`src/rtl/player_motion_ctrl.sv`:
```
// rtl/player_motion_ctrl.sv - player sprite position and life/death controller
// Moves a rectangular sprite on one-hot buttons with wrap or clamp edges, and tracks lives.
module player_motion_ctrl #(
    parameter int H_RES         = 640,
    parameter int V_RES         = 480,
    parameter int POS_W         = 12,
    parameter int STEP          = 12,
    parameter int WRAP          = 1,
    parameter int LIVES         = 3,
    parameter int RESPAWN_TICKS = 16
) (
    input  logic             btnClk,
    input  logic             rst,
    input  logic             player_disable,
    input  logic [3:0]       move_en,
    input  logic [3:0]       btns,
    input  logic [POS_W-1:0] h_start,
    input  logic [POS_W-1:0] v_start,
    input  logic [POS_W-1:0] obj_w,
    input  logic [POS_W-1:0] obj_h,
    output logic [POS_W-1:0] h_pos,
    output logic [POS_W-1:0] v_pos,
    output logic             dead_pulse,
    output logic [3:0]       lives_left,
    output logic             game_over,
    output logic             alive
);

    typedef enum logic [2:0] {SPAWN, ALIVE, DYING, RESPAWN, OVER} state_t;

    localparam int CW = $clog2(RESPAWN_TICKS + 1);
    localparam logic [POS_W:0] STEP_X  = (POS_W+1)'(STEP);
    localparam logic [POS_W:0] H_RES_X = (POS_W+1)'(H_RES);
    localparam logic [POS_W:0] V_RES_X = (POS_W+1)'(V_RES);
    localparam logic [CW-1:0]  CNT_END = CW'(RESPAWN_TICKS - 1);

    state_t         state;
    logic [CW-1:0]  respawnCnt;
    logic [POS_W:0] hExt, vExt, hMax, vMax, hInc, vInc, hNew, vNew;

    // One extra bit of headroom so pos+STEP never wraps before the limit compare.
    always_comb begin
        hExt = {1'b0, h_pos};
        vExt = {1'b0, v_pos};
        hMax = H_RES_X - {1'b0, obj_w};
        vMax = V_RES_X - {1'b0, obj_h};
        hInc = hExt + STEP_X;
        vInc = vExt + STEP_X;
        hNew = hExt;
        vNew = vExt;
        case (btns)
            4'b1000: if (move_en[3])
                vNew = (vExt >= STEP_X) ? vExt - STEP_X : ((WRAP != 0) ? vMax : '0);
            4'b0100: if (move_en[2])
                vNew = (vInc <= vMax) ? vInc : ((WRAP != 0) ? '0 : vMax);
            4'b0010: if (move_en[1])
                hNew = (hInc <= hMax) ? hInc : ((WRAP != 0) ? '0 : hMax);
            4'b0001: if (move_en[0])
                hNew = (hExt >= STEP_X) ? hExt - STEP_X : ((WRAP != 0) ? hMax : '0);
            default: ;
        endcase
    end

    always_ff @(posedge btnClk or posedge rst) begin
        if (rst) begin
            state      <= SPAWN;
            h_pos      <= '0;
            v_pos      <= '0;
            dead_pulse <= 1'b0;
            lives_left <= 4'(LIVES);
            game_over  <= 1'b0;
            alive      <= 1'b0;
            respawnCnt <= '0;
        end else begin
            dead_pulse <= 1'b0;
            case (state)
                SPAWN: begin
                    h_pos <= h_start;
                    v_pos <= v_start;
                    state <= ALIVE;
                    alive <= 1'b1;
                end
                ALIVE: begin
                    if (!player_disable) begin
                        if (move_en == 4'b0000) begin
                            state      <= DYING;
                            alive      <= 1'b0;
                            dead_pulse <= 1'b1;
                            if (lives_left != 4'd0)
                                lives_left <= lives_left - 4'd1;
                        end else begin
                            h_pos <= hNew[POS_W-1:0];
                            v_pos <= vNew[POS_W-1:0];
                        end
                    end
                end
                DYING: begin
                    respawnCnt <= '0;
                    if (lives_left == 4'd0) begin
                        state     <= OVER;
                        game_over <= 1'b1;
                    end else begin
                        state <= RESPAWN;
                    end
                end
                RESPAWN: begin
                    if (respawnCnt == CNT_END)
                        state <= SPAWN;
                    else
                        respawnCnt <= respawnCnt + 1'b1;
                end
                OVER: game_over <= 1'b1;
                default: state <= SPAWN;
            endcase
        end
    end

endmodule
```
`config.mk`:
```
export PLATFORM = sky130hd
export DESIGN_NAME = player_motion_ctrl
export DESIGN_NICKNAME = d
export VERILOG_FILES = /design/src/rtl/player_motion_ctrl.sv
export SDC_FILE = /design/constraint.sdc
export NUM_CORES = 1
export LEC_CHECK = 0
export ABC_CLOCK_PERIOD_IN_PS = 3400
export CELL_PAD_IN_SITES_DETAIL_PLACEMENT = 0
export CELL_PAD_IN_SITES_GLOBAL_PLACEMENT = 1
export CORE_MARGIN = 2
export CORE_UTILIZATION = 35
export CTS_BUF_LIST = sky130_fd_sc_hd__clkbuf_4 sky130_fd_sc_hd__clkbuf_8 sky130_fd_sc_hd__clkbuf_16
export DETAILED_ROUTE_END_ITERATION = 16
export PLACE_DENSITY = 0.8
export SYNTH_ARGS = -nofsm -noshare
export SYNTH_HDL_FRONTEND = slang
export SYNTH_SLANG_ARGS = --single-unit
```
`constraint.sdc`:
```
create_clock -name btnClk -period 3.4 [get_ports btnClk]
set_input_delay 0.68 -clock btnClk [delete_from_list [all_inputs] [get_ports btnClk]]
set_output_delay 0.68 -clock btnClk [all_outputs]
set_load 0.03 [all_outputs]
```
# Word-level counts from Yosys, hierarchy flattened
# Cells that the tools add are included.
# Widths: inputs -> output; s select.
# op_classes
n_addsub,8
magnitude_cmp,4
n_reduce_logical,14
muxes,31
n_eq_ne,21
bitwise_logic,2
# ops
operator,count
$mux 12,12
$pmux 12 s2,4
$add 12x4->13 const B,2
$le 13x13->1,2
$ge 12x4->1 const B,2
$sub 12x4->12 const B,2
$pmux 3 s5,1
$sub 10x12->13 const A,1
$sub 9x12->13 const A,1
$mux 3,4
$ne 2x2->1 const B,6
$ne 3x3->1 const B,4
$reduce_and 6->1,2
$pmux 5 s2,1
$logic_not 4->1,2
$reduce_and 4->1,2
$eq 3x2->1 const B,2
$mux 1,6
$ne 3x1->1 const B,2
$reduce_bool 2->1,3
$add 5x1->5 const B,1
$eq 5x4->1 const B,1
$mux 5,1
$eq 4x1->1 const B,1
12 further kinds,15
# word_totals
out_inout_bits,31
register_bits,39
word_cells,88
in_bits,59

# Logic depth before layout (Yosys ltp)
# Gate-level depths: netlist of the first run.
# depth
word_depth,8
depth_mapped,16
mapped_depth_nobuf,14

# Least setup slack after synthesis of the first run
# No wires, ideal clock.
# synth_timing
path_kind,flip-flop to flip-flop
from,register h_pos[2]
to,register h_pos[3]
period_less_slack_ns,3.555
n_path_buf,2
path_slack_ns,-0.155
stages_incl_launch_ff,17
arrival_ns,3.421
setup_time_ns,0.134
t_required_ns,3.266
cell_sequence,dfrtp_1 -> inv_1 -> ha_1 -> nand2b_1 -> or2_2 -> clkbuf_1 -> nor3_1 -> xor2_1 -> ha_1 -> nand4_1 -> or2_2 -> a31oi_1 -> a2111o_1 -> o21ai_2 -> buf_6 -> a221oi_1 -> a211oi_2
# synth_via
elab_chain_cells,8
elab_cells_between_ends,12
cone_classes,2 x add/sub; 2 x order compare; 8 x mux
# synth_lines
item,line,source
"start, declared",21,"output logic [POS_W-1:0] h_pos,"
"start signal, assigned",78,h_pos <= h_start;
"start signal, assigned",92,h_pos <= hNew[POS_W-1:0];
$add 12x4->13,47,hInc = hExt + STEP_X;
$le 13x13->1,57,hNew = (hInc <= hMax) ? hInc : ((WRAP != 0) ? '0 : hMax);
$mux 12,57,
$mux 12,56,4'b0010: if (move_en[1])
$pmux 12 s2 (*),51,case (btns)
$mux 12 (*),85,if (move_en == 4'b0000) begin
$mux 12 (*),84,if (!player_disable) begin
$pmux 12 s2 (*),76,case (state)
# Mark *: on every way between the ends. The rest lies on a longest branch, timed or not. The select of a mux whose other input is x is not followed.
# A chain may end at the register's enable or synchronous reset.

# Worst setup path in the final report of the first run
# layout_timing
from,input obj_w[7]
to,register h_pos[1]
# layout_via
elab_chain_cells,8
# layout_lines
item,line,source
"start, declared",19,"input logic [POS_W-1:0] obj_w,"
$sub 10x12->13,45,"hMax = H_RES_X - {1'b0, obj_w};"
$le 13x13->1,57,
$mux 12,57,
$mux 12,56,
$pmux 12 s2,51,
$mux 12,85,
$mux 12,84,
$pmux 12 s2,76,
# No other way between the ends. The select of a mux whose other input is x is not followed.

==> flow_summary.ini, run 1 <==
[status]
outcome = finished clean

[critical_path]
path_buf_inv = 3
cp.arrival_ns = 3.47
max_stage_delay_ns = 0.50
cp_slowest_cell = clkdlybuf4s50_1
required_ns = 3.57
critPathKind = in2reg
end_kind = flop
critPathTopFamily = compound AO/OA/AOI/OAI gates
cp-start-kind = primary input
crit_chain = clkdlybuf4s50_1 -> nor2_1 -> a21oi_2 -> buf_4 -> xor2_1 -> ha_1 -> nand4_1 -> or2_4 -> a31oi_1 -> a2111o_1 -> o21ai_4 -> buf_6 -> nor3_1 -> o31a_1
worst-path-max-fanout = 7

[floorplan]
initial_utilization_pct = 36.3
ios = 90
num_rows = 39
core_um2 = 11600
die_height_um = 113
dieArea_um2 = 12900
die_w_um = 113

[timing]
setup_violations = 0
hold_violations = 0
whs_ns = 0.473
tightest_slew_ns = 0.858
maxSlewViolCount = 0
min_period_ns = 3.30
finClkSkew_ns = 0.00345
maxClockFrequency_ghz = 0.303
slew_headroom_pct = 42.5
finalWorstSetupSlack_ns = 0.103
fin_crit_sh_pct = 97.0

[detailed_routing]
dr.pass1.iters = 5
vias_per_cell = 5.46
route.vias.total = 4633
drc = 0
detail-route-antenna-nets = 0
routed_wl_um = 14100
first_iter_violations = 217
wl_per_cell_um = 16.6

[global_routing]
grt_max_degree = 40
track_usage_pct = 21.6
grt_pass1_wl_um = 22700
antenna_found_initial = 0
grt_overflow_total = 0
grt_pass1_vias = 4744

[clocking]
cts_tree = yes
hold_buffers = 0
cts_root_buf = clkbuf_16
cts_sinks = 39
numCtsBuffers = 5
worstSkewPairLatency_ns = 0.28
cts_buffer_depth = 2
htreeDepth = 2
cts.reportedPaths.clkPinSlew_ns = 0.06

[placement]
place_ws_ns = -0.601
routabilityCongestion = 0.944
numPortBuffers = 89
dpl.hpwl_um = 10800

[final_layout]
diodes = 0
drive_gt1_share_pct = 28.5
final_common_cell = buf_4
postLayoutCoreUtil_pct = 55.1
fill_cells = 1043
area_delta_synth_final_pct = 51.9
nets = 798
layout_common_cells = 110 x buf_4, 72 x clkdlybuf4s50_1, 60 x nand2_1

[yosys]
syn_area_um2 = 4200
seq_area_frac_synth_pct = 23.3
async_flop_share_pct = 100
postSynthCellCount = 524
synthTopCellsByArea = dfrtp_1 22%, ha_1 10%, nand2_1 5.4%
synth_edf_count = 0
syn-num-nets = 618
ys_warn_count = 0
synth_top_area_cell = dfrtp_1
synth-main-ff-cell = dfrtp_1
ys_ff_latch = 39
synth.avg_cell_area_um2 = 8.01
synth_top_cell_area_share_pct = 22.1
ys_types = 80

[pwr]
peakVddDrop_mv = 0.331
p_leak_nw = 2.79
totalPowerFinal_mw = 3.63
powerDensity_nw_per_um2 = 569

[run]
maxCapViolations = 0

[min_path]
hold_class = reg2reg
==> metrics by stage <==
stage                     cell area [um2]  setup TNS [ns]  std cells
after floorplan                      4240               0        524
after global placement               5850           -7.28        821
after detailed placement             5850           -9.58        821
after CTS                            6150               0        840
after global routing                 6370          -0.118        848
final                                6370               0        848
==> where the power goes <==
part           total (mW)  leakage, nW  switching (mW)  internal [mW]
combinational        2.34         2.27            1.26           1.08
clock               0.548       0.0838           0.201          0.346
sequential          0.735        0.438           0.160          0.575
total                3.63         2.79            1.62           2.00
==> Yosys cell counts, drive strengths merged (3+ instances only) <==
library cell  instances
a31oi                10
clkbuf               13
nor4b                 3
buf                  14
nor2                 44
nand2                61
mux2i                 5
a21o                  3
inv                  24
mux2                  3
and2                  6
o21ai                25
nor3                 30
nand2b                4
o211ai                3
a221oi                4
or3                   7
and3                  7
nand3b                3
nor4                  9
ha                   35
a2111oi               3
a211oi                8
dfrtp                37
nand3                18
xor2                 23
a21oi                34
or2                   5
nand4                 7
xnor2                24
nor3b                 4
o22ai                 5
nor2b                 5
o31ai                 4
a22o                  4
==> state kept, by name (all words and copies together) (netlist names) <==
signal,count
v_pos,12
respawnCnt,5
state,3
alive,1
lives_left,4
game_over,1
dead_pulse,1
h_pos,12
==> kinds of logic (layout without fill, tap and decap cells) <==
logic type | after synthesis | in the layout | synth area share [%]
AO/OA/AOI/OAI | 124 | 124 | 20.3
XOR/XNOR | 47 | 47 | 9.81
adder cells (fa/ha/maj) | 35 | 35 | 10.4
buffers and inverters | 51 | 232 | 5.67
flip-flops | 39 | 39 | 23.3
multiplexers | 8 | 8 | 2.09
AND/OR/NAND/NOR | 220 | 220 | 28.4
==> final cells by class <==
type / count / area (um2) / share of cell area [%]
clock buffers: 5 / 125 / 1.96
clock inverters: 3 / 43.8 / 0.687
inverters: 24 / 92.6 / 1.45
multi-input cells: 434 / 3230 / 50.7
flip-flops and latches: 39 / 982 / 15.4
well taps: 143 / 179 / 2.81
repair buffers: 200 / 1720 / 27.0
==> final timing paths <==
kind | cells past startpoint | endpoint | start | slack, ns
worst max-delay path | 14 | h_pos[1] | obj_w[7] | 0.10
worst min-delay path | 1 | game_over | game_over | 0.47
worst max register to register | 15 | h_pos[1] | h_pos[2] | 0.14
worst min register to register | 1 | game_over | game_over | 0.47
max in group asynchronous | 3 | v_pos[2] | rst | 2.16
min in group asynchronous | 3 | h_pos[7] | rst | 0.84
==> metal layers <==
metal / part of all wire [%] / wire, um / global-route usage (%)
met5: 0 / 0 / 0
met4: 2.3 / 322 / 6.42
met3: 5.8 / 815 / 4.09
met2: 49 / 6970 / 37.4
met1: 43 / 6000 / 27.5
==> timing repair <==
action / in CTS / in global routing
pin swaps: 22 / 34
setup buffers: 11 / 8
endpoints found under the setup margin: 21 / 23
gates resized for setup: 21 / 50
Note: power is estimated with default switching activity, not from simulation.
==> run 2: changes to the inputs <==
--- a/config.mk
+++ b/config.mk
@@ -10,2 +10,3 @@
 export CELL_PAD_IN_SITES_GLOBAL_PLACEMENT = 1
+export CORE_ASPECT_RATIO = 0.5
 export CORE_MARGIN = 2
@@ -15,2 +16,3 @@
 export PLACE_DENSITY = 0.8
+export RECOVER_POWER = 100
 export SYNTH_ARGS = -nofsm -noshare
==> constraint.sdc (replaced) <==
create_clock -name btnClk -period 3.4 [get_ports btnClk]
set_input_delay 0.51 -clock btnClk [delete_from_list [all_inputs] [get_ports btnClk]]
set_output_delay 0.51 -clock btnClk [all_outputs]
set_load 0.03 [all_outputs]
==> run 2 against run 1 <==
  * Clock-buffer cell count up 1
  * Routed wire length fell by 6.7%
  * Non-clock buffer count decreased by 13
  * Critical path depth up 5
  * Clock skew up 0.0010 ns
  * Final cell count increased by 1.1%
  * Sequential share of layout area rose by 0.34 points
  * Global-route usage down 1.1 points
  * Core utilization fell by 1.9 points
  * Largest cell class unchanged
  * Largest power group unchanged
  * Highest routed layer unchanged
==> flow_summary.ini, run 2 (same netlist as run 1, synthesis figures left out) <==
[final_layout]
final_common_cell = buf_4
diodes = 0
fill_cells = 1105
nets = 785
drive_gt1_share_pct = 24.1
reg_top3 = h_pos: 12 flops, v_pos: 12 flops, respawnCnt: 5 flops
layout_common_cells = 93 x buf_4, 60 x nand2_1, 48 x clkdlybuf4s50_1
area_delta_synth_final_pct = 48.8

[critical_path]
cp.arrival_ns = 3.50
cp_slowest_cell = or3b_4
cp-start-kind = primary input
required_ns = 3.60
max_stage_delay_ns = 0.40
path_common_cell = buf_4
worst-path-max-fanout = 2
critPathKind = in2reg
end_kind = flop
crit_chain = dlygate4sd2_1 -> inv_1 -> ha_2 -> or3b_4 -> buf_6 -> o21ai_4 -> xnor2_2 -> clkbuf_4 -> buf_4 -> buf_4 -> buf_4 -> buf_4 -> buf_4 -> buf_4 -> buf_4 -> a211o_1 -> a31oi_1 -> o22ai_1 -> a31oi_1

[pwr]
peakVddDrop_mv = 0.324
switchingPower_mw = 1.56
seq_power_share_pct = 21.3
p_leak_nw = 2.71
p_clk_share_pct = 17.7
switching_share_pct = 44.1
combPwrFrac_pct = 60.9
p_int_mw = 1.97
powerDensity_nw_per_um2 = 566

[detailed_routing]
drc = 0
first_iter_violations = 329
dr.pass1.iters = 4
route.vias.total = 4402
wl_per_cell_um = 15.4
routed_wl_um = 13200
detail-route-antenna-nets = 0
vias_per_cell = 5.14

[placement]
numPortBuffers = 89
routabilityCongestion = 0.887
dpl.hpwl_um = 10000

[timing]
setup_violations = 0
tightest_slew_ns = 0.728
slew_headroom_pct = 51.5
fin_crit_sh_pct = 97.2
finClkSkew_ns = 0.00448
min_period_ns = 3.30
maxClockFrequency_ghz = 0.303
maxSlewViolCount = 0
whs_ns = 0.468
fin_setup_tns_ns = 0
hold_violations = 0
rsz0062_at_grt = false

[global_routing]
grt_pass1_wl_um = 21500
grt_use_met2_pct = 35.3
grt_max_degree = 40
grt_pass1_vias = 4278
grt_overflow_total = 0
antenna_found_initial = 0
grtUsageMet1_pct = 28.3
gr-usage-met3_pct = 2.83
top_usage_layer = met2
track_usage_pct = 20.5

[clocking]
hold_buffers = 0
cts_tree = yes
worstSkewPairLatency_ns = 0.28
cts_buffer_depth = 2
cts_sinks = 39
cts_root_buf = clkbuf_16
cts.reportedPaths.clkPinSlew_ns = 0.06
htreeDepth = 2
numCtsBuffers = 5

[floorplan]
dieArea_um2 = 12900
ios = 90
die_w_um = 159
initial_utilization_pct = 35.7
core_um2 = 11700
num_rows = 28
die_height_um = 81.4

[min_path]
hold_class = reg2reg

[status]
outcome = finished clean

[run]
maxCapViolations = 0
[run 2: changes by cell type in the layout (fill, tap and decap cells not counted), moves of 4 or more]
cell / change
buf_4: -17
a21oi_1: +4
clkdlybuf4s50_1: -24
clkbuf_2: -5
a21oi_2: -4
dlygate4sd3_1: +33
[run 2: final timing paths]
check                           from         to  slack, ns  depth (start not counted)
max                         obj_h[0]   v_pos[6]        0.1                         19
max reg2reg                 h_pos[2]   h_pos[0]       0.18                         15
min reg2reg                game_over  game_over       0.47                          1
min                        game_over  game_over       0.47                          1
min in group asynchronous        rst  h_pos[11]       0.80                          3
max in group asynchronous        rst   v_pos[2]       2.19                          3
[run 2: power groups by stage]
| stage | sequential [mW] | clock (mW) | combinational (mW) |
|---|---|---|---|
| 3_3_place_gp | 0.761 | 0 | 2.06 |
| 3_5_place_dp | 0.760 | 0 | 2.09 |
| 6_report | 0.753 | 0.627 | 2.15 |
| 5_1_grt | 0.777 | 0.661 | 2.38 |
| 4_1_cts | 0.754 | 0.637 | 2.14 |
| 2_1_floorplan | 0.891 | 0 | 1.18 |
[run 2: what timing repair did]
action | 4_1_cts | 5_1_grt
setup endpoints to repair | 12 | 20
pin swaps | 11 | 18
gates resized for setup | 16 | 24
buffers inserted | 9 | 7
[run 2: routing by layer]
layer | part of all wire [%] | wire (um)
met4 | 0.49 | 64
met1 | 51 | 6710
met5 | 0 | 0
met3 | 3.5 | 458
met2 | 45 | 5930
[run 2: cell type report]
class	instances	area [um2]	area share [%]
Multi-Input combinational cell	434	3120	50.0
Timing Repair Buffer	187	1650	26.4
Sequential cell	39	983	15.8
Tap cell	165	206	3.31
Clock buffer	6	133	2.12
Inverter	24	90.1	1.44
Clock inverter	2	60.1	0.962
[run 2: critical path, delay by kind of cell]
family | cells | cell delay [ns]
buffers and inverters | 11 | 1.44
AO/OA/AOI/OAI | 5 | 0.89
AND/OR/NAND/NOR | 1 | 0.40
adder cells (fa/ha/maj) | 1 | 0.17
XOR/XNOR | 1 | 0.09
[run 2: through the flow]
stage          setup WS (ns)  instance area, um2  std cells  power [mW]  util [%]
3_3_place_gp          -0.405                5770        833        2.82      49.2
2_1_floorplan         0.0405                4210        524        2.08         -
5_1_grt             0.000153                6240        857        3.81      53.2
3_5_place_dp          -0.593                5770        833        2.85      49.2
4_1_cts               0.0226                6090        850        3.53      51.9
6_report              0.0951                6240        857        3.53      53.2
==> run 3: changes to the inputs <==
- CORE_MARGIN: 2 -> not set
- CORE_UTILIZATION: 35 -> 43
- CTS_BUF_LIST: sky130_fd_sc_hd__clkbuf_4 sky130_fd_sc_hd__clkbuf_8 sky130_fd_sc_hd__clkbuf_16 -> sky130_fd_sc_hd__clkbuf_16
- DONT_BUFFER_PORTS: not set -> 1
- PLACE_DENSITY: 0.8 -> 0.78
==> run 3 against run 2 <==
  * The run now ends with capacitance limit, slew limit left
  * Worst setup slack better by 0.11 ns
  * Fmax up 3.5%
  * Via count down 10%
  * Global-route usage up 3.8 points
  * Non-clock buffer count down 138
  * Design area down 24%
  * Sequential share of layout area up 4.9 points
  * Core utilization down 2.9 points
  * Routed wire length down 8.7%
  * Power down 9.8%
  * Clock skew up 0.00055 ns
  * Critical path type is now reg2reg
  * Largest power group unchanged
==> flow_summary.ini, run 3 (same netlist as run 1, synthesis figures left out) <==
[final_layout]
reg_top3 = h_pos: 12 flops, v_pos: 12 flops, respawnCnt: 5 flops
final_common_cell = nand2_1
fin_cells = 689
stdcell_area_um2 = 4750
diodes = 0
area_delta_synth_final_pct = 13.3
nets = 647
drive_gt1_share_pct = 16.1
layout_common_cells = 60 x nand2_1, 40 x nor2_1, 36 x buf_4

[timing]
tightest_slew_ns = 2.25
slew_headroom_pct = -50.2
min_period_ns = 3.19
fin_crit_sh_pct = 93.9
finalWorstSetupSlack_ns = 0.208
maxClockFrequency_ghz = 0.313
maxSlewViolCount = 40
whs_ns = 0.378
hold_violations = 0
setup_violations = 0
finClkSkew_ns = 0.00503

[critical_path]
critPathKind = reg2reg
end_kind = flop
r2r_start = h_pos[2]
cp.arrival_ns = 3.40
worstSetupStartpoint = h_pos[2]
required_ns = 3.60
worst-path-max-fanout = 8
cp-start-kind = flop

[clocking]
cts.reportedPaths.clkPinSlew_ns = 0.06
cts_tree = yes
cts_sinks = 39
cts_buffer_depth = 2
htreeDepth = 2
worstSkewPairLatency_ns = 0.29
hold_buffers = 0
numCtsBuffers = 5
cts_root_buf = clkbuf_16

[status]
outcome = finished with violations
violations = capacitance limit, slew limit

[floorplan]
core_um2 = 9450
num_rows = 25
die_w_um = 142
initial_utilization_pct = 44.4
dieArea_um2 = 10200
die_height_um = 71.8
ios = 90

[detailed_routing]
vias_per_cell = 5.75
first_iter_violations = 282
routed_wl_um = 12000
drc = 0
dr.pass1.iters = 5
wl_per_cell_um = 17.4
detail-route-antenna-nets = 0
route.vias.total = 3959

[global_routing]
grt_pass1_vias = 3788
antenna_found_initial = 0
grt_overflow_total = 0
grt_max_degree = 40
grt_pass1_wl_um = 19200
track_usage_pct = 24.3

[placement]
place_area_um2 = 4570
numPortBuffers = 0
dpl.hpwl_um = 9410
routabilityCongestion = 0.875
place_ws_ns = -0.0216
dp_cells = 678

[run]
maxCapViolations = 1

[min_path]
hold_class = in2reg
hp-start = v_start[2]

[pwr]
powerDensity_nw_per_um2 = 671
totalPowerFinal_mw = 3.19
peakVddDrop_mv = 0.258
p_leak_nw = 1.96
[run 3: cell count changes in the layout (fill, tap and decap cells not counted), sizes merged]
cell,previous run,this run
buf,96,36
clkdlybuf4s50,48,0
dlygate4sd3,33,0
clkbuf,8,18
dlymetal6s2s,6,0
clkinv,0,2
dlygate4sd2,2,0
bufinv,2,1
[run 3: where the power goes]
group	leakage, nW	switching, mW	internal (mW)
clock network	0.0838	0.202	0.346
registers	0.438	0.187	0.575
logic	1.44	1.12	0.754
[run 3: final timing paths]
check,to,slack [ns],cells past startpoint
hold / removal,v_pos[2],0.38,2
setup / recovery,h_pos[6],0.21,16
hold reg to reg,respawnCnt[4],0.55,2
max in group asynchronous,h_pos[2],1.00,2
setup reg to reg,h_pos[6],0.21,16
min in group asynchronous,lives_left[3],0.94,2
[run 3: cell type report]
class / count / area, um2
clock buffer: 5 / 125
clock inverter: 3 / 43.8
fill: 961 / 4690
inverter: 24 / 90.1
multi-input combinational: 434 / 3020
sequential: 39 / 983
tap: 135 / 169
timing repair buffer: 49 / 320
[run 3: layer usage]
layer / routed length [um] / GRT usage [%]
met5: 0 / 0
met4: 108 / 4.30
met3: 496 / 3.28
met2: 5390 / 40.1
met1: 6020 / 34.3
[run 3: per-stage QoR]
step	util, %	setup TNS (ns)
6_report	50.3	0
5_1_grt	50.3	-0.00854
4_1_cts	50.2	0
3_5_place_dp	48.4	-0.0335
3_3_place_gp	48.4	0
2_1_floorplan	-	0
[run 3: repair_timing]
action,in CTS,in global routing
buffers inserted,0,3
gates resized for setup,0,12
setup endpoints to repair,0,14
hold endpoints to repair,0,0
[run 3: worst max-delay path, stage by stage (launching register included)]
cell and delay, ns:
dfrtp_2 0.36, inv_1 0.05, ha_1 0.20, nand2b_1 0.16
or2_4 0.26, nor3_4 0.22, and3_1 0.19, ha_1 0.24
nand4_1 0.13, or2_4 0.14, a31oi_1 0.04, a2111o_1 0.33
o21ai_4 0.27, buf_4 0.17, buf_4 0.09, o21ai_2 0.04
a211oi_2 0.19
